<file path="src/rtl/score_keeper_pkg.sv">
// Shared game definitions: match state encoding, default geometry/timing
// constants and winner codes, used by the score keeper and ball controller.
package score_keeper_pkg;

  typedef enum logic [2:0] {
    IDLE,
    CENTRE,
    WAIT_SERVE,
    PLAY,
    SCORED,
    OVER
  } game_state_t;

  localparam int unsigned GAME_WIN_SCORE    = 9;
  localparam int unsigned GAME_SERVE_FRAMES = 60;
  localparam int unsigned GAME_X_LEFT_EXIT  = 6;
  localparam int unsigned GAME_X_RIGHT_EXIT = 1017;
  localparam int unsigned GAME_X_CENTRE     = 504;

  localparam logic [1:0] WINNER_NONE = 2'b00;
  localparam logic [1:0] WINNER_P1   = 2'b01;
  localparam logic [1:0] WINNER_P2   = 2'b10;

  // Add one point, never passing the winning score.
  function automatic logic [3:0] sat_inc(input logic [3:0] v, input logic [3:0] lim);
    return (v >= lim) ? lim : v + 4'd1;
  endfunction

endpackage

</file>
<file path="src/rtl/score_keeper_frame_counter.sv">
// Frame counter for the serve delay: counts end_of_frame ticks from a clear
// and flags the tick that brings the count to TERMINAL.
module score_keeper_frame_counter
  import score_keeper_pkg::*;
#(
  parameter int unsigned TERMINAL = GAME_SERVE_FRAMES
) (
  input  logic clk65MHz,
  input  logic rst,
  input  logic clr,
  input  logic tick,
  output logic tc
);

  localparam logic [7:0] LAST = 8'(TERMINAL - 1);

  logic [7:0] count;

  // Count frames since the last clear, holding at the top value.
  always_ff @(posedge clk65MHz) begin
    if (!rst || clr) begin
      count <= '0;
    end else if (tick && (count != '1)) begin
      count <= count + 8'd1;
    end
  end

  // Flag is raised on the tick that completes the count, so the consumer
  // can act on the same edge the count reaches TERMINAL.
  assign tc = tick && !clr && (count == LAST);

endmodule

</file>
<file path="src/rtl/score_keeper.sv">
// Match score keeper: sequences centre / serve / play / score, counts points
// per side, and declares the winner when a side reaches WIN_SCORE.
module score_keeper
  import score_keeper_pkg::*;
#(
  parameter int unsigned WIN_SCORE    = GAME_WIN_SCORE,
  parameter int unsigned SERVE_FRAMES = GAME_SERVE_FRAMES,
  parameter int unsigned X_LEFT_EXIT  = GAME_X_LEFT_EXIT,
  parameter int unsigned X_RIGHT_EXIT = GAME_X_RIGHT_EXIT,
  parameter int unsigned X_CENTRE     = GAME_X_CENTRE
) (
  input  logic        clk65MHz,
  input  logic        rst,
  input  logic        end_of_frame,
  input  logic        screen_idle,
  input  logic        screen_multi,
  input  logic [10:0] x_pos_of_ball,
  output logic        serve,
  output logic [3:0]  points_player_1,
  output logic [3:0]  points_player_2,
  output logic        game_over,
  output logic [1:0]  winner
);

  localparam logic [3:0]  WIN = 4'(WIN_SCORE);
  localparam logic [10:0] XL  = 11'(X_LEFT_EXIT);
  localparam logic [10:0] XR  = 11'(X_RIGHT_EXIT);
  localparam logic [10:0] XC  = 11'(X_CENTRE);

  game_state_t state;
  logic [1:0]  scorer;
  logic        serve_due;
  logic        cnt_clr;
  logic        exit_right;
  logic        exit_left;

  // The serve delay only runs while waiting to serve.
  assign cnt_clr    = (state != WAIT_SERVE) || screen_idle;
  assign exit_right = (x_pos_of_ball >= XR);
  assign exit_left  = (x_pos_of_ball <= XL);

  score_keeper_frame_counter #(
    .TERMINAL (SERVE_FRAMES)
  ) u_frame_counter (
    .clk65MHz (clk65MHz),
    .rst      (rst),
    .clr      (cnt_clr),
    .tick     (end_of_frame),
    .tc       (serve_due)
  );

  // Match sequencing with registered outputs; idle screen overrides everything.
  always_ff @(posedge clk65MHz) begin
    if (!rst) begin
      state           <= IDLE;
      serve           <= 1'b0;
      points_player_1 <= '0;
      points_player_2 <= '0;
      game_over       <= 1'b0;
      winner          <= WINNER_NONE;
      scorer          <= WINNER_NONE;
    end else if (screen_idle) begin
      state           <= IDLE;
      serve           <= 1'b0;
      points_player_1 <= '0;
      points_player_2 <= '0;
      game_over       <= 1'b0;
      winner          <= WINNER_NONE;
      scorer          <= WINNER_NONE;
    end else begin
      serve <= 1'b0;
      case (state)
        IDLE: begin
          points_player_1 <= '0;
          points_player_2 <= '0;
          game_over       <= 1'b0;
          winner          <= WINNER_NONE;
          scorer          <= WINNER_NONE;
          state           <= CENTRE;
        end
        CENTRE: begin
          if (x_pos_of_ball == XC) state <= WAIT_SERVE;
        end
        WAIT_SERVE: begin
          if (serve_due) begin
            serve <= 1'b1;
            state <= PLAY;
          end
        end
        PLAY: begin
          if (end_of_frame) begin
            if (screen_multi) begin
              // Right exit is checked first so it wins if the exits overlap.
              if (exit_right) begin
                points_player_2 <= sat_inc(points_player_2, WIN);
                scorer          <= WINNER_P2;
                state           <= SCORED;
              end else if (exit_left) begin
                points_player_1 <= sat_inc(points_player_1, WIN);
                scorer          <= WINNER_P1;
                state           <= SCORED;
              end
            end else if (exit_right || exit_left) begin
              points_player_2 <= sat_inc(points_player_2, WIN);
              scorer          <= WINNER_P2;
              state           <= SCORED;
            end
          end
        end
        SCORED: begin
          if (((scorer == WINNER_P1) ? points_player_1 : points_player_2) == WIN) begin
            game_over <= 1'b1;
            winner    <= scorer;
            state     <= OVER;
          end else begin
            state <= CENTRE;
          end
        end
        OVER: begin
          state <= OVER;
        end
        default: state <= IDLE;
      endcase
    end
  end

endmodule

</file>
<file path="config.mk">
export PLATFORM = sky130hd
export DESIGN_NAME = score_keeper
export DESIGN_NICKNAME = d
export VERILOG_FILES = /design/src/rtl/score_keeper_pkg.sv /design/src/rtl/score_keeper_frame_counter.sv /design/src/rtl/score_keeper.sv
export SDC_FILE = /design/constraint.sdc
export NUM_CORES = 1
export LEC_CHECK = 0
export BUFFER_PORTS_ARGS = -buffer_cell sky130_fd_sc_hd__buf_2
export CORE_UTILIZATION = 30
export CTS_CLUSTER_SIZE = 24
export DETAILED_ROUTE_END_ITERATION = 6
export PLACE_DENSITY = 0.49
export SYNTH_ARGS = -nofsm -noshare
export SYNTH_HDL_FRONTEND = slang
export SYNTH_SLANG_ARGS = --single-unit
</file>
<file path="constraint.sdc">
create_clock -name clk65MHz -period 1.8 [get_ports clk65MHz]
set_clock_uncertainty 0.05 [all_clocks]
set_input_delay 0.54 -clock clk65MHz [delete_from_list [all_inputs] [get_ports clk65MHz]]
set_output_delay 0.54 -clock clk65MHz [all_outputs]
set_load 0.02 [all_outputs]
</file>
Yosys cells after proc, flatten, opt, wreduce, memory -nomap -nowiden
Index checks and enable logic that the tools add are counted.

Bits in registers: 25. Output and inout port bits: 12. Input port bits: 16. Word-level logic and storage cells: 89.

Reduce and logical (&&, ||, !) cells: 18. Bitwise operators: 2. Order comparisons: 4. $add $sub $neg: 3. Muxes and demuxes: 33. Eq/ne operators: 21.

Operators with widths (number): $mux 4 (11); $mux 3 (8); $pmux 3 s6 (1); $pmux 4 s2 (2); $ne 2x2->1 const B (7); $mux 2 (6); $eq 11x9->1 const B (1); $ge 11x10->1 const B (1); $le 11x3->1 const B (1); $reduce_and 5->1 (2); $add 4x1->4 const B (2); $add 8x1->8 const B (1); $eq 8x6->1 const B (1); $ge 4x4->1 const B (2); $ne 8x8->1 const B (1); $pmux 2 s2 (2); $reduce_and 4->1 (2); $eq 3x2->1 const B (2); $eq 3x3->1 const B (2); $ne 3x3->1 const B (2); $eq 4x4->1 const B (1); $ne 4x4->1 const B (1); $reduce_bool 2->1 (2); $eq 3x1->1 const B (1); other kinds (12) (19).

Depth between registers and ports, before layout
Gate-level depths: netlist of run 1.

Word-level depth: 7. Gate-level depth with buffers: 7. Gate-level depth less buffers: 7.

Cells and area by module
From an unflattened synthesis of run 1, not the netlist that was laid out.

Cell total of the unflattened synthesis: 191. Area, all modules: 1606.5 µm².

By module, submodules not included: score_keeper (area an instance 1166.1 µm², cells an instance 141, seq. area each 340.3 µm², times used 1); score_keeper_frame_counter (area an instance 440.4 µm², cells an instance 50, seq. area each 160.2 µm², times used 1).

Least setup slack after synthesis of run 1
OpenSTA, ideal clock, no wires.

Path kind: input to register. Start point: input x_pos_of_ball[6]. End point: register points_player_2[2]. Setup slack: -0.106 ns. Data arrival time: 1.786 ns. Path buffers: 0. Stages on the path: 5. Data required time: 1.679 ns. Library setup time: 0.071 ns. Cell sequence: nor4_1 and4b_1 o21ai_2 or4_1 a21oi_1.

Cells in the longest elaborated chain, start to end: 4. Elaborated cells between the ends (all ways): 6. Those cells by class: order compare: 2; eq/ne: 2; reduce/logical: 2.

RTL lines: start, declared (RTL line score_keeper.sv:17) `input logic [10:0] x_pos_of_ball,`; $ge 11x10->1 / $le 11x3->1 (equally long branches) (RTL line score_keeper.sv:39, score_keeper.sv:40); $logic_or 1x1->1 (RTL line score_keeper.sv:103) `end else if (exit_right || exit_left) begin`; $ne 3x3->1 (no source line); $reduce_and 4->1 (no source line) *; end signal, assigned (RTL line score_keeper.sv:95) `points_player_2 <= sat_inc(points_player_2, WIN);`; end signal, assigned (RTL line score_keeper.sv:104) `points_player_2 <= sat_inc(points_player_2, WIN);`; end, declared (RTL line score_keeper.sv:20) `output logic [3:0] points_player_2,`.

Every way passes the cells marked *; elsewhere a longest branch is shown, timed or not. A chain may end at the register's enable or synchronous reset.

Final worst setup path of run 1
Start point: input x_pos_of_ball[8]. End point: register points_player_2[2].

Same word-level chain as after synthesis.

==> run summary, run 1 <==
The logs give 1 for the CTS H-tree depth and 28.5% for the met2 routing resource usage after global routing. The critical path is of the in -> reg type. The synthesized design contains 0 enable-type register cells. Yosys synthesis warning count: 0. The detailed-routing iteration count for the pre-antenna-repair pass was 7. With fillers left out, the area of the finished cells amounts to 1980 sq um. The flow ran to the end, but the final reports show violations. The logs give 68.8% for the headroom to the max-slew limit and 175 for the instance count of the mapped netlist.

TritonCTS built the clock tree. The share of total power in combinational logic was 14.4%. The routed layout has 1518 vias. The die is 71.1 microns tall. The final weighted congestion in routability-driven placement was 0.878. The share of post-route cells with drive strength above 1 is 36.8%, and the internal power consumption is 788 uW. Setup violations remaining at the end of the flow were counted as 0. After routing, the total negative slack on setup checks comes to 0 ns. The worst setup path is captured at a register. The area of the core region is 4470 sq um, and the number of buffers on the longest clock path is 2.

Power spread over the standard cell area amounts to 545 nW/um^2. For the worst setup path, the data required time is 1.97 ns. For this run, asynchronously set or reset flops after synthesis account for 0%.

Sequential cells burn 52.2% of the power. Per report_power, the clock group accounts for 33.5% of the total. The initial antenna violation count came out at 0. The run gives 1509 as the number of global-route vias before repair.

The largest total area in the synthesized netlist belongs to sky130_fd_sc_hd__dfxtp_1. For the count of final max-slew check failures, the log shows 0. The run gives 0 as the number of hold buffers added after cts. The number of nets handed over by synthesis was 198. The tools report the root buffer cell as sky130_fd_sc_hd__clkbuf_8. Sorting the synthesized cells by area gives the leading types as sky130_fd_sc_hd__dfxtp_1 35%, sky130_fd_sc_hd__ha_1 6.1%, sky130_fd_sc_hd__nor2_1 4.5%, sky130_fd_sc_hd__a21oi_1 3.8%, sky130_fd_sc_hd__nand3_1 3.8%. Number of buffers inserted during clock tree synthesis: 3.

Detailed placement ended at an HPWL of 2950 microns. The tools report the clock sink total as 25. The worst setup path is launched from an input port.

The time the final worst path needs with I/O delays and setup works out to 1.77 ns. Clock-pin slew was measured on the worst setup and hold paths at 0.10 ns. The cell area that synthesis handed to floorplanning was 1430 sq um.

For the reported leakage power, the log shows 0.000768 uW. The number of antenna diodes in the final layout is 0. The timing-limited maximum frequency is 0.565 GHz. The number of maximum-capacitance violations was 0. For the number of top-level pins, the log shows 28. The design draws 1080 uW. The worst-case IR drop observed on VDD is 0.251 mV.

For this run the aggregate overflow at the end of global routing stands at 0. In this run the mean area of a mapped cell was 8.19 sq um. The setup slack on the worst flop-to-flop path was 0.10 ns; the mean routed wirelength per cell was 13.7 microns. From synthesis to final layout, the design area changed by 38.0%.

Using the TritonRoute via totals, the vias-per-cell ratio works out to 5.36. The area of the die is 5060 sq um. In this run the worst path has a maximum fanout of 4. For this run, the total global-route usage over all layers was measured as 15.9%. The number of DRC violations after detailed routing is 1. The logs give 47 for the post-synthesis cell type count and 16 for the maximum number of pins on one net before global-route repair. At the pin with the least slew margin, the transition time is 0.465 ns. The analysis attributes to net switching a power of 290 uW. The top cell types in the final layout, fill and taps aside, are 32 x sky130_fd_sc_hd__buf_4, 27 x sky130_fd_sc_hd__buf_2, 22 x sky130_fd_sc_hd__dfxtp_1. The floorplan has 24 rows. The count of final hold-check violations was 0; the post-layout utilization of the core was 44.2%. The global routing stage identified its most utilized layer as met2.

The final layout contains routed wiring with a total length of 3880 microns. Once detail routing completed, the nets flagged for antenna violations numbered 0. In the finished design, the share of the clock period the worst path needs comes to 98.4%.

Area share of the largest cell type after synthesis: 34.9%. The checks that failed: DRC. The global routing met1 resource utilization was 18.6%.

The wire length of the first global-routing pass is 6380 microns, and the number of buffer cells added on primary ports is 27. Horizontal die dimension: 71.1 microns. Global routing consumed, on the met3 layer, 2.42% of the routing resources.

At the later pin of the worst-skew pair, clock insertion delay measures 0.28 ns. In the final design database the tool counted 255 nets. The most common cell after layout, fill and taps aside is sky130_fd_sc_hd__buf_4. Setup repair after global routing could not meet its margin everywhere. The tightest min-delay check is of the reg -> reg type. For the worst setup path, the data arrival time is 1.94 ns. The violation count after the first detailed-route iteration came out at 34. The sequential element share of the synthesized area is 34.9%, and the net switching share of the total power is 26.9%.

The placed instances occupy a cell area of 1880 sq um. Among all flip-flop cells after synthesis, the most frequent one is sky130_fd_sc_hd__dfxtp_1. The run gives 32.0% as the initial cell density of the core.

Number of synthesized register bits: 25.
-- routing by layer --
metal	routed length, microns	part of all wire (%)	up-vias
li1	-	-	755
met1	1670	43	728
met2	2010	52	28
met3	130	3.3	7
met4	70	1.8	0
met5	0	0	-
-- state kept, by name, summed over array words and instances, names as in the netlist --
signal	flops
scorer	2
winner	2
points_player_2	4
u_frame_counter.count	8
points_player_1	4
state	3
serve	1
game_over	1
-- metrics by stage --
step           worst slack (ns)  std cells  hold slack (ns)
2_1_floorplan           -0.0893        175            0.398
3_3_place_gp             -0.228        279            0.401
3_5_place_dp             -0.257        279            0.410
4_1_cts                  0.0353        283            0.424
5_1_grt                 -0.0357        283            0.444
6_report                 0.0293        283            0.417
-- what timing repair did --
item                                    4_1_cts  5_1_grt
endpoints found under the setup margin        1        8
pin swaps                                     0        2
gates resized for setup                       1       12
buffers inserted                              0        0
-- worst paths after layout --
kind,start,endpoint,cells past startpoint
max reg2reg,points_player_1[0],state[2],5
max,x_pos_of_ball[8],points_player_2[2],6
min,winner[0],winner[0],2
min reg2reg,winner[0],winner[0],2
-- logic make-up (layout without fill, tap and decap cells) --
| logic type | count (synthesis) | in the layout | share of synthesized area (%) |
|---|---|---|---|
| AOI/OAI and AO/OA | 40 | 40 | 19.2 |
| xor gates and xnor gates | 6 | 6 | 3.67 |
| adders and majority gates | 7 | 7 | 6.11 |
| buffers and inverters | 17 | 73 | 5.07 |
| DFF | 25 | 25 | 34.9 |
| muxes | 2 | 2 | 1.48 |
| and+or+nand+nor | 78 | 78 | 29.5 |
-- synth_stat cells, drive strengths merged, types with 2 or more instances --
library cell,number
buf,2
clkbuf,5
and3,2
a21oi,11
nor4,4
o21ai,9
inv,10
xnor2,4
nand4,5
and3b,2
ha,7
or4,2
nand3,11
or3,3
nor3,5
nor2,17
dfxtp,25
nand4b,2
xor2,2
nor2b,4
nand2b,3
nand2,11
a211oi,2
or2,2
o31ai,6
-- critical path: stages --
cell                       delay (ns)
sky130_fd_sc_hd__buf_2           0.11
sky130_fd_sc_hd__nand4_1         0.15
sky130_fd_sc_hd__o311ai_2        0.37
sky130_fd_sc_hd__o21ai_2         0.16
sky130_fd_sc_hd__or4_1           0.48
sky130_fd_sc_hd__a21oi_1         0.12
-- power groups by stage --
| stage | sequential, uW | clock, uW | combinational (uW) |
|---|---|---|---|
| 2_1_floorplan | 572 | 0 | 72.2 |
| 6_report | 562 | 361 | 155 |
| 3_3_place_gp | 575 | 0 | 147 |
| 3_5_place_dp | 575 | 0 | 150 |
| 5_1_grt | 563 | 388 | 169 |
| 4_1_cts | 562 | 379 | 151 |
-- final cells by class --
type | count | area [sq um]
Clock buffer | 3 | 41.3
Tap cell | 52 | 65.1
Clock inverter | 1 | 7.51
Multi-Input combinational cell | 133 | 946
Sequential cell | 25 | 504
Timing Repair Buffer | 59 | 375
Fill cell | 454 | 2500
Inverter | 10 | 37.5
Note: power is estimated with default switching activity, not from simulation.
==> run 2: changes to the inputs <==
SYNTH_HIERARCHICAL = 1   (was unset)
==> run 2 against run 1 <==
  * The run ends with setup timing left
  * Die area is 12% higher
  * Synthesized cell count grew 9.1%
  * Area after synthesis increased by 12%
  * Sequential cell count unchanged
  * Global-route usage rose by 0.84 points
  * Register-to-register slack got worse by 0.16 ns
  * Critical path depth shrank 1
  * Cell area increased by 22%
  * Worst hold slack better by 0.020 ns
  * Sequential share of layout area shrank 4.7 points
  * Total power shrank 3.4%
  * Largest power group unchanged
==> run summary, run 2 <==
The tools report the setup slack on the worst flop-to-flop path as -0.06 ns (-0.16 ns). The antenna violation net count after detailed routing is 0 (unchanged). The mean routed wirelength per cell works out to 13.5 microns (-1.9%). The final weighted congestion in routability-driven placement was 0.795 (-9.5%). The number of flip-flops under the largest register name is 8 (unchanged). Area share of the largest cell type after synthesis: 31.2% (-3.8 points).

Path category of the worst min-delay check: reg -> reg. For the worst hold slack across all endpoints, the log shows 0.436 ns (+0.0197 ns). The reported leakage power is 0.000966 uW (+26%). Clock tree synthesis selected as its root buffer the cell sky130_fd_sc_hd__clkbuf_8. The tools report the portion of total power attributed to the clock network as 33.6% (about the same). Maximum ir drop on the vdd rail: 0.285 mV (+14%). The routed via count divided by cell count came out at 5.19 (-3.2%). The internal power consumption came out at 781 uW (-0.90%). Category of the critical setup timing path: in -> reg. Walking the worst path, the cells encountered are buf_6 > or4_4 > or3_4 > or4_1 > nand3_1.

The depth of the critical timing path with buffers and inverters included is 5 (-1). The tools report the number of buffers on the longest clock path as 2 (unchanged). The switching power summed over all nets was 260 uW (-10%); the area of the die was 5650 sq um (+12%). For the antenna diode count, the log shows 0 (unchanged). The number of buffer cells added on primary ports is 27 (unchanged).

The net count reported at finish came out at 289 (+13%). The type of destination of the critical path was a register. Area of the core region: 5140 sq um (+15%). Among all cell types in the netlist, the one instantiated most often is sky130_fd_sc_hd__dfxtp_1. Initial cell density of the core: 31.3% (-0.76 points). The count of final max-slew check failures came out at 0 (unchanged). The register bank with the most flops is u_frame_counter/count.

The detailed-routing iteration count for the pre-antenna-repair pass was 4 (-3); the headroom to the max-slew limit was 66.1% (-2.8 points). The time the final worst path needs with I/O delays and setup came out at 1.91 ns (+0.139 ns). The clock latency on the worst-skew pair was 0.28 ns (about the same). The cell area after technology mapping is 1610 sq um (+12%).

For the share of total power in combinational logic, the log shows 13.0% (-1.4 points). The number of top-level pins was 28 (unchanged); the yosys synthesis warning count was 6 (+6). The tools report the number of nets in the synthesized netlist as 214 (+8.1%).

The CTS H-tree depth is 1 (unchanged), and the post-layout worst setup margin is -0.109 ns (-0.139 ns). The synthesized area per cell is 8.41 sq um (+2.7%), and the clock edge transition at the registers on the reported setup and hold paths is 0.09 ns (about the same). The sequential element share of the synthesized area was 31.2% (-3.8 points); the detailed placer's ending HPWL was 3360 microns (+14%).

The synthesis-to-layout area growth came out at 50.2%. TritonCTS built the clock tree. The critical-path maximum fanout was 4 (unchanged); the die extent in y was 75.2 microns (+5.7%). For the initial antenna violation count, the log shows 0 (unchanged). The number of buffers inserted during clock tree synthesis was 3 (unchanged). The tools report the instance count of the mapped netlist as 191 (+9.1%). Cell depth of the worst hold path: 2 (unchanged). Cell accounting for the most synthesized area: sky130_fd_sc_hd__dfxtp_1.

Async set-or-reset flop fraction in the synthesized netlist: 0% (unchanged). The share of post-route cells with drive strength above 1 came out at 40.8% (+4.0 points). The count of buffer and inverter cells on the critical path is 1 (unchanged). The worst setup path is launched from an input port. After synthesis, the cell types taking the most area are sky130_fd_sc_hd__dfxtp_1 31%, sky130_fd_sc_hd__ha_1 5.5%, sky130_fd_sc_hd__mux2i_1 4.4%, sky130_fd_sc_hd__nand2_1 3.7%, sky130_fd_sc_hd__nand3_1 3.1%. The largest registers in the layout are u_frame_counter/count (8), points_player_1 (4), points_player_2 (4).

The number of synthesized register bits was 25 (unchanged); the timing-limited maximum frequency was 0.524 GHz (-7.3%). The worst-case reg-to-reg path depth is 5 (unchanged). The tools report the final global-route overflow total as 0 (unchanged). The ratio of total power to cell area came out at 431 nW/um^2 (-21%). The portion of the clock cycle consumed by the worst path in the final layout is 106% (+7.7 points), and the net switching share of the total power is 25.0% (-1.9 points). The measured slew at the worst slew-check pin came out at 0.505 ns (+0.0402 ns). The slowest stage of the critical path belongs to the cell sky130_fd_sc_hd__or4_4.

The overall fraction of global-route tracks in use was 16.7% (+0.84 points); the number of global-route vias before repair was 1546 (+2.5%). The number of maximum-capacitance violations is 0 (unchanged). Leaving out fill and tap cells, the most frequent cells in the layout are 46 x sky130_fd_sc_hd__buf_4, 24 x sky130_fd_sc_hd__dfxtp_1, 23 x sky130_fd_sc_hd__buf_2. The count of final hold-check violations was 0 (unchanged). The number of synthesized flops with an enable pin is 0 (unchanged), and the final-report setup violation count is 12 (+12). The violation count after the first detailed-route iteration is 56 (+65%). The kind of cell with the highest combined delay on the critical path is simple AND/OR/NAND/NOR gates. For the number of DRC violations after detailed routing, the log shows 0 (-1). The most common cell after layout, fill and taps aside was sky130_fd_sc_hd__buf_4. For the total routed wirelength, the log shows 4510 microns (+16%). Among all flip-flop cells after synthesis, the most frequent one is sky130_fd_sc_hd__dfxtp_1.

The tools report the number of core rows as 26 (+8.3%). Data arrival time of the critical path: 2.08 ns (+0.14 ns). The number of hold buffers added after cts was 0 (unchanged). The number of vias in the routed layout is 1740 (+15%). The post-synthesis cell type count was 53 (+13%); the horizontal die dimension was 75.2 microns (+5.7%). Maximum single-stage delay on the critical path: 0.56 ns (+0.08 ns).

The run gives 25 (unchanged) as the clock sink total. The final reports fail on setup timing. The sequential share of power is 53.3% (+1.1 points).

The pre-CTS worst setup slack is -0.413 ns (-0.157 ns), and the wire length of the first global-routing pass is 7130 microns (+12%). Setup repair after global routing could not meet its margin everywhere. The commonest cells after synthesis are 25 x sky130_fd_sc_hd__dfxtp_1, 16 x sky130_fd_sc_hd__nand2_1, 10 x sky130_fd_sc_hd__nand3_1. The run finished, with violations left. The maximum number of pins on one net before global-route repair was 15 (-1).

Required time at the endpoint of the critical path: 1.97 ns (about the same).
==> run 2: cell count changes in the layout (fill, tap and decap cells not counted), sizes merged, moves of 5 or more <==
cell and delta:
nand2 +5, mux2i +6, a21oi -5, nor2 -8, buf +18, o21ai -5
==> run 2: path summary, 6_finish.rpt <==
| path | to | from |
|---|---|---|
| setup reg to reg | scorer[0] | state[2] |
| hold reg to reg | winner[1] | winner[1] |
| setup / recovery | scorer[0] | x_pos_of_ball[4] |
| hold / removal | winner[1] | winner[1] |
==> run 2: power by group through the flow <==
stage               Clock (uW)  Sequential, uW  Combinational [uW]
floorplan                    0             568                39.6
global placement             0             568                 115
detailed placement           0             568                 114
CTS                        371             555                 123
global route               398             556                 147
finish                     350             555                 136
==> run 2: worst reg2reg max path, cell delays in order (launching register included) <==
cell	delay (ns)
sky130_fd_sc_hd__dfxtp_2	0.34
sky130_fd_sc_hd__buf_4	0.16
sky130_fd_sc_hd__nand3b_1	0.22
sky130_fd_sc_hd__a311o_1	0.43
sky130_fd_sc_hd__or4_1	0.54
sky130_fd_sc_hd__nand3_1	0.07
==> run 2: repair_timing <==
item / in CTS / in global routing
setup buffers: 1 / 3
pin swaps: 4 / 9
endpoints found under the hold margin: 0 / 0
resized for setup: 17 / 19
cloned: 0 / 0
endpoints found under the setup margin: 14 / 13
==> run 2: cells by family (layout without fill, tap and decap cells) <==
family / Yosys count / in the layout / synth area share [%]
simple gates: 88 / 88 / 32.5
compound gates: 47 / 47 / 21.7
flops: 25 / 25 / 31.2
buf+inv: 15 / 89 / 3.66
mux: 8 / 8 / 5.06
fa+ha+maj: 7 / 7 / 5.45
xor+xnor: 1 / 1 / 0.545
==> run 2: final cells by class <==
| cell class | instances | area (sq um) |
|---|---|---|
| sequential | 25 | 502 |
| clock inverter | 1 | 5.00 |
| timing repair buffer | 77 | 551 |
| fill | 555 | 2730 |
| clock buffer | 3 | 41.3 |
| tap | 70 | 87.6 |
| inverter | 8 | 30.0 |
| multi-input combinational | 151 | 1200 |
==> run 2: per-layer routing <==
metal,global-route usage (%),part of all wire [%],vias up
met5,0,0,-
met4,5.35,1.4,0
met3,2.81,3.3,6
met2,28.8,48,41
met1,21.3,47,810
li1,-,-,883
==> run 2: stage by stage <==
| stage | instance area, sq um | cells | TNS (ns) | util, % | power (uW) |
|---|---|---|---|---|---|
| 4_1_cts | 2280 | 332 | -0.388 | 44.4 | 1050 |
| 5_1_grt | 2410 | 335 | -1.21 | 47.0 | 1100 |
| 6_report | 2410 | 335 | -0.478 | 47.0 | 1040 |
| 3_3_place_gp | 2150 | 327 | -5.11 | 41.9 | 683 |
| 2_1_floorplan | 1620 | 191 | -1.41 | - | 608 |
| 3_5_place_dp | 2150 | 327 | -5.16 | 41.9 | 683 |
